--- config.mk ---
export PLATFORM = sky130hd
export DESIGN_NAME = vend_ctrl_param
export DESIGN_NICKNAME = d
export VERILOG_FILES = /design/src/rtl/vend_ctrl_param.sv
export SDC_FILE = /design/constraint.sdc
export NUM_CORES = 1
export LEC_CHECK = 0
export BUFFER_PORTS_ARGS = -buffer_cell sky130_fd_sc_hd__buf_4
export CAP_MARGIN = 20
export CORE_ASPECT_RATIO = 1.4
export CORE_UTILIZATION = 57
export CTS_CLUSTER_DIAMETER = 30
export CTS_CLUSTER_SIZE = 28
export DETAILED_ROUTE_END_ITERATION = 8
export PLACE_DENSITY = 0.79
export RECOVER_POWER = 100
export SYNTH_ARGS = -nofsm -noshare
export SYNTH_HDL_FRONTEND = slang
export SYNTH_SLANG_ARGS = --single-unit
--- constraint.sdc ---
create_clock -name CLK -period 2.6 [get_ports CLK]
set_input_delay 0.13 -clock CLK [delete_from_list [all_inputs] [get_ports CLK]]
set_output_delay 0.13 -clock CLK [all_outputs]
set_load 0.005 [all_outputs]
--- src/rtl/vend_ctrl_param.sv ---
// Coin vending controller: accumulates nickel/dime/quarter credit, vends one of
// NUM_PROD stocked products and pays change or refunds as one-nickel pulses.
module vend_ctrl_param #(
  parameter int NUM_PROD     = 2,
  parameter int PRICE_N      = 9,
  parameter int MAX_CREDIT_N = 13,
  parameter int STOCK_INIT   = 3,
  parameter int STOCK_W      = 4,
  parameter int CREDIT_W     = 4
) (
  input  logic                CLK,
  input  logic                reset,
  input  logic                ni,
  input  logic                di,
  input  logic                qu,
  input  logic [NUM_PROD-1:0] sel,
  input  logic                cancel,
  output logic [NUM_PROD-1:0] give,
  output logic                change,
  output logic                coin_rej,
  output logic [NUM_PROD-1:0] sold_out,
  output logic [CREDIT_W-1:0] credit,
  output logic                busy
);

  // Interface semantics: ni/di/qu/cancel are single-cycle pulses, sel is a
  // level; give/change/coin_rej are single-cycle strobes, all registered.
  typedef enum logic [1:0] {
    S_ACCUM  = 2'd0,
    S_VEND   = 2'd1,
    S_CHANGE = 2'd2
  } state_t;

  localparam int SUM_W = CREDIT_W + 3;

  state_t              r_state;
  state_t              w_state_nxt;
  logic [CREDIT_W-1:0] r_credit;
  logic [CREDIT_W-1:0] w_credit_nxt;
  logic [STOCK_W-1:0]  r_stock [NUM_PROD];
  logic [STOCK_W-1:0]  w_stock_nxt [NUM_PROD];
  logic [NUM_PROD-1:0] r_give;
  logic [NUM_PROD-1:0] w_give_nxt;
  logic [NUM_PROD-1:0] r_sold_out;
  logic [NUM_PROD-1:0] w_dec;
  logic [NUM_PROD-1:0] w_sel_oh;
  logic                w_sel_hit;
  logic                w_sel_ok;
  logic                r_change;
  logic                w_change_nxt;
  logic                r_coin_rej;
  logic                w_rej_nxt;
  logic                r_busy;
  logic                w_coin;
  logic [2:0]          w_coin_val;
  logic [SUM_W-1:0]    w_sum;

  // Coin priority qu > di > ni; losing coins vanish without a reject.
  always_comb begin
    w_coin     = ni | di | qu;
    w_coin_val = qu ? 3'd5 : (di ? 3'd2 : (ni ? 3'd1 : 3'd0));
    w_sum      = SUM_W'(r_credit) + SUM_W'(w_coin_val);
  end

  // Lowest-index pressed button whose product is still in stock.
  always_comb begin
    w_sel_oh  = '0;
    w_sel_hit = 1'b0;
    for (int i = 0; i < NUM_PROD; i++) begin
      if (!w_sel_hit && sel[i] && (r_stock[i] != '0)) begin
        w_sel_oh[i] = 1'b1;
        w_sel_hit   = 1'b1;
      end
    end
    w_sel_ok = w_sel_hit && (r_credit >= CREDIT_W'(PRICE_N));
  end

  always_comb begin
    w_state_nxt  = r_state;
    w_credit_nxt = r_credit;
    w_give_nxt   = '0;
    w_change_nxt = 1'b0;
    w_rej_nxt    = 1'b0;
    w_dec        = '0;
    case (r_state)
      S_ACCUM: begin
        if (cancel && (r_credit != '0)) begin
          w_state_nxt  = S_CHANGE;
          w_change_nxt = 1'b1;
          w_rej_nxt    = w_coin;
        end else if (w_sel_ok) begin
          w_state_nxt  = S_VEND;
          w_give_nxt   = w_sel_oh;
          w_dec        = w_sel_oh;
          w_credit_nxt = r_credit - CREDIT_W'(PRICE_N);
          w_rej_nxt    = w_coin;
        end else if (w_coin) begin
          if (w_sum <= SUM_W'(MAX_CREDIT_N)) begin
            w_credit_nxt = CREDIT_W'(w_sum);
          end else begin
            w_rej_nxt = 1'b1;
          end
        end
      end
      S_VEND: begin
        w_rej_nxt = w_coin;
        if (r_credit != '0) begin
          w_state_nxt  = S_CHANGE;
          w_change_nxt = 1'b1;
        end else begin
          w_state_nxt = S_ACCUM;
        end
      end
      S_CHANGE: begin
        // Each cycle spent here is one nickel paid out.
        w_rej_nxt = w_coin;
        if (r_credit <= CREDIT_W'(1)) begin
          w_credit_nxt = '0;
          w_state_nxt  = S_ACCUM;
        end else begin
          w_credit_nxt = r_credit - CREDIT_W'(1);
          w_change_nxt = 1'b1;
        end
      end
      default: begin
        w_state_nxt  = S_ACCUM;
        w_credit_nxt = '0;
      end
    endcase
  end

  always_comb begin
    for (int i = 0; i < NUM_PROD; i++) begin
      if (w_dec[i] && (r_stock[i] != '0)) begin
        w_stock_nxt[i] = r_stock[i] - STOCK_W'(1);
      end else begin
        w_stock_nxt[i] = r_stock[i];
      end
    end
  end

  always_ff @(posedge CLK) begin
    if (reset) begin
      r_state    <= S_ACCUM;
      r_credit   <= '0;
      r_give     <= '0;
      r_change   <= 1'b0;
      r_coin_rej <= 1'b0;
      r_busy     <= 1'b0;
      r_sold_out <= '0;
      for (int i = 0; i < NUM_PROD; i++) begin
        r_stock[i] <= STOCK_W'(STOCK_INIT);
      end
    end else begin
      r_state    <= w_state_nxt;
      r_credit   <= w_credit_nxt;
      r_give     <= w_give_nxt;
      r_change   <= w_change_nxt;
      r_coin_rej <= w_rej_nxt;
      r_busy     <= (w_state_nxt != S_ACCUM);
      for (int i = 0; i < NUM_PROD; i++) begin
        r_stock[i]    <= w_stock_nxt[i];
        r_sold_out[i] <= (w_stock_nxt[i] == '0);
      end
    end
  end

  assign give     = r_give;
  assign change   = r_change;
  assign coin_rej = r_coin_rej;
  assign sold_out = r_sold_out;
  assign credit   = r_credit;
  assign busy     = r_busy;

endmodule

; ---- After elaboration in Yosys (flattened, before gate mapping)
; Memories as Yosys holds them, arrays and structs flattened.
; Cells that the tools add are included.
[word_totals]
reg_bits = 13
ramBits = 8
inputBits = 8
output_inout_bits = 11
elab_cells = 79
memories = 1
[op_classes]
n_addsub = 5
n_lt_le_gt_ge = 3
eq_ne = 5
muxes = 36
n_bitwise = 5
n_reduce_logical = 17
[mem_list]
columns = memory, words, width, read_ports, rd_clocked_by_memory_dff, write_ports, line
row1 = r_stock, 2, 4, 2, 0, 2, 40  ; logic [STOCK_W-1:0] r_stock [NUM_PROD];
[ops]
columns = op, count
row1 = $mux W4, 9
row2 = $mux W2, 8
row3 = $mux W1, 14
row4 = $pmux W4 S3, 1
row5 = $reduce_bool A4 Y1, 3
row6 = $sub A4 B1 Y4 const B, 3
row7 = $logic_not A4 Y1, 2
row8 = $logic_and A1 B1 Y1, 7
row9 = $ne A3 B3 Y1 const B, 2
row10 = $pmux W2 S3, 1
row11 = $add A4 B3 Y5, 1
row12 = $le A5 B4 Y1 const B, 1
row13 = $ge A4 B4 Y1 const B, 1
row14 = $le A4 B1 Y1 const B, 1
row15 = $or A1 B1 Y1, 4
row16 = $reduce_and A4 Y1, 1
row17 = $sub A4 B4 Y4 const B, 1
row18 = $mux W3, 1
row19 = $pmux W1 S3, 1
row20 = $eq A2 B1 Y1 const B, 1
row21 = $eq A2 B2 Y1 const B, 1
row22 = $logic_not A2 Y1, 1
row23 = $ne A2 B2 Y1 const B, 1
row24 = $pmux W1 S2, 1
row25 = 4 further kinds, 4

; ---- Logic depth before layout (Yosys ltp)
; An unclocked memory read counts as a cell.
[depth]
depth_word = 15
mapped_depth = 11
mapped_depth_nobuf = 10

; ---- Worst setup path after synthesis
; Ideal clock, no wire load.
[synth_timing]
path_type = register to register
from = register r_credit[0], in the netlist credit[0]
to = register r_credit[3], in the netlist credit[3]
setup_ns = 0.103
t_arrival_ns = 2.182
t_required_ns = 2.497
setup_slack_ns = 0.314
path_stages_with_launch = 10
path_buffers = 1
period_less_slack_ns = 2.286
path_cell_list = dfxtp_1 > ha_1 > fa_1 > clkbuf_1 > nand4bb_1 > mux2i_1 > nor3_1 > o21ai_2 > a211oi_1 > a2111oi_2
[synth_via]
elab_chain_cells = 6
elab_cells_between_ends = 19
classes_between = add/sub (3) / order compare (3) / eq/ne (3) / mux (6) / reduce/logical (4)
[synth_lines]
columns = element, line
row1 = from (decl), 38  ; logic [CREDIT_W-1:0] r_credit;
row2 = from (signal assigned), 156  ; r_credit <= w_credit_nxt;
row3 = branches (longest 6 deep; another with $add A4 B3 Y5), -
; Several ways; the timed one is not identified. The select of a mux whose other input is x is not followed.
; A chain may end at the register's enable or synchronous reset.

; ---- Worst setup path in the final report
; Same ends and word-level chain as after synthesis.

==> out/metrics.yaml <==
run_status:
  status: "complete, no violations"
clock_tree:
  clk_pin_slew_ns: 0.11
  cts_resized: 0
  cts_hold_buf: 0
  cts-buffers-inserted: 3
  cts.sinks: 21
  clock_latency_ns: 0.29
  post_cts_buffers: 0
  htree_levels: 1
  cts_tree: "done"
  root_buffer: "clkbuf_4"
  clock_path_buffers: 2
place:
  place.gp.congestion: 0.9662
  io_buffers: 18
  hpwl_mm: 2.477
power_and_ir_drop:
  p_leak_nw: 0.7225
  irDropWorstVdd_uv: 453.5
  power_density_nw_per_um2: 856.5
sta:
  setup_viol: 0
  fin_crit_sh: 0.9233
  clock_skew_ns: 0.002144
  holdWs_ns: 0.1482
  clock.fmax_mhz: 416.6
  worst_pin_slew_ns: 0.5680
  min_period_ns: 2.401
  rsz0062_at_grt: "no"
  fin_tns_setup_ns: 0
  hold_viol: 0
  slew_violations: 0
  slew_headroom: 0.6179
drt:
  wl_mm: 3.053
  dr.pass1.iters: 4
  drc: 0
  first_iter_violations: 39
  postRouteAntennaNets: 0
  via_count: 1300
  wl_per_cell_um: 13.51
  vias_per_cell: 5.752
logic_synthesis:
  synth_edf_count: 0
  avgSynthCellArea_sq_um: 8.371
  synth_cell_types: 50
  synthCells: 171
  yosysWarnings: 0
  ys_seq_elements: 21
  synthArstFlopShare: 0
  syn-cell-area_sq_um: 1431
  ys.flop_type: "dfxtp_1"
  synth.net_count: 192
  yosysSeqAreaShare: 0.2937
setup_path:
  cp_max_fo: 8
  crit_path_end_kind: "flip-flop"
  cp-start-kind: "flip-flop"
  crit_type: "reg2reg"
  slowest_stage: "fa_2"
  required_ns: 2.80
  crit_path_cell_trace: "ha_1 > fa_2 > nand4bb_1 > mux2i_1 > nor3_2 > o21ai_2 > a211oi_1 > a2111oi_2"
  slowest_delay_ns: 0.62
  crit_arrival_ns: 2.60
global_routing:
  grt_pass1_vias: 1180
  use_met3: 0.02639
  grtUsageMet2: 0.4643
  grt_pass1_wl_mm: 4.974
  grt-busiest-layer: "met2"
  grtUsageMet1: 0.2680
  grtUsageTotal: 0.2449
  antenna_found_initial: 0
  overflow: 0
  grt_max_degree: 19
hold_path:
  hold_class: "in2reg"
floorplan:
  rows: 21
  fp.dieW_um: 44.35
  die_h_um: 61.30
  ios: 19
  die-area_sq_um: 2718
  core_area_sq_um: 2391
  initial_core_util: 0.5986
final_layout:
  drive_gt1_frac: 0.1979
  fin_nets: 214
  utilization: 0.6860
  area_delta_synth_final_pct: 14.60
  antenna_cells: 0
job:
  cap_viol_max_count: 0
==> final timing paths <==
| check | from | end | slack, ns | depth (start not counted) |
|---|---|---|---|---|
| worst max-delay path | credit[0] | credit[3] | 0.20 | 8 |
| worst min-delay path | reset | give[1] | 0.15 | 2 |
| worst max register to register | credit[0] | credit[3] | 0.20 | 8 |
| worst min register to register | r_stock[0][7] | sold_out[1] | 0.50 | 1 |
==> critical path: cells and delay by family (launching register included) <==
family	cells	cell delay [ns]
AOI/OAI and AO/OA	3	0.60
adders and majority gates	2	0.87
DFF	1	0.38
muxes	1	0.23
and+or+nand+nor	2	0.22
==> where the power goes <==
part,switching (mW),total (mW),internal [mW]
clock,0.0884,0.148,0.0596
combinational,0.460,0.819,0.359
sequential,0.0572,0.438,0.381
==> Yosys cell counts, drive strengths merged, types with 2 or more instances <==
cell / count / area, sq um
nand2b: 2 / 12.51
a21o: 3 / 22.52
or2: 2 / 12.51
a211oi: 5 / 37.54
o22ai: 3 / 18.77
a211o: 2 / 17.52
clkbuf: 3 / 11.26
o21bai: 4 / 30.03
nor4b: 2 / 17.52
xnor2: 4 / 35.03
nand4b: 2 / 17.52
and2: 2 / 12.51
nor4: 2 / 33.78
nand2: 9 / 33.78
xor2: 2 / 17.52
nor3: 9 / 50.05
inv: 15 / 56.30
o21ai: 2 / 13.76
nor2: 21 / 78.83
or3b: 2 / 17.52
o31ai: 2 / 15.01
dfxtp: 21 / 420.4
ha: 12 / 150.1
buf: 3 / 21.27
a21oi: 10 / 50.05
a21boi: 2 / 15.01
nand3: 3 / 15.01
a31oi: 6 / 37.54
==> metal layers <==
metal	vias to the layer above	share of wire
met5	-	0
met3	6	0.018
li1	665	-
met4	0	0.015
met1	605	0.42
met2	24	0.54
==> stage by stage <==
stage | std cells | cell area (sq um) | worst slack [ns] | total power [mW]
2_1_floorplan | 171 | 1431 | 0.3142 | 1.025
3_3_place_gp | 222 | 1614 | 0.2648 | 1.251
3_5_place_dp | 222 | 1614 | 0.1852 | 1.260
4_1_cts | 226 | 1640 | 0.1701 | 1.409
5_1_grt | 226 | 1640 | 0.01042 | 1.541
6_report | 226 | 1640 | 0.1995 | 1.405
==> cell usage in the layout (no fill, tap or decap), types with 3 or more instances in the layout <==
master    count
a211oi_1      5
a21o_1        3
o22ai_1       3
ha_1         12
nand2_1       9
o21bai_1      4
buf_4        12
nor2_1       20
a31oi_1       6
xnor2_1       4
dfxtp_1      21
nand3_1       3
a21oi_1      10
nor3_1        7
clkbuf_4     13
inv_1        14
==> logic make-up (layout without fill, tap and decap cells) <==
group	after synthesis	after routing	synth area share
adder cells (fa/ha/maj)	13	13	0.1189
AO/OA/AOI/OAI	48	48	0.2378
buffers and inverters	21	42	0.06206
XOR/XNOR	6	6	0.03671
multiplexers	1	1	0.006993
AND/OR/NAND/NOR	61	61	0.2439
flip-flops	21	21	0.2937
==> registers in the layout (all words and copies together) (netlist names) <==
| signal | flops |
|---|---|
| r_stock | 8 |
| credit | 4 |
| give | 2 |
| r_state | 2 |
| sold_out | 2 |
| busy | 1 |
| change | 1 |
| coin_rej | 1 |
==> final cells by class <==
class,instances,area (sq um)
Clock buffer,4,26.28
Fill cell,202,750.7
Inverter,15,56.30
Multi-Input combinational cell,129,925.9
Sequential cell,21,420.4
Tap cell,34,42.54
Timing Repair Buffer,23,168.9
(Power assumes the default switching activity.)
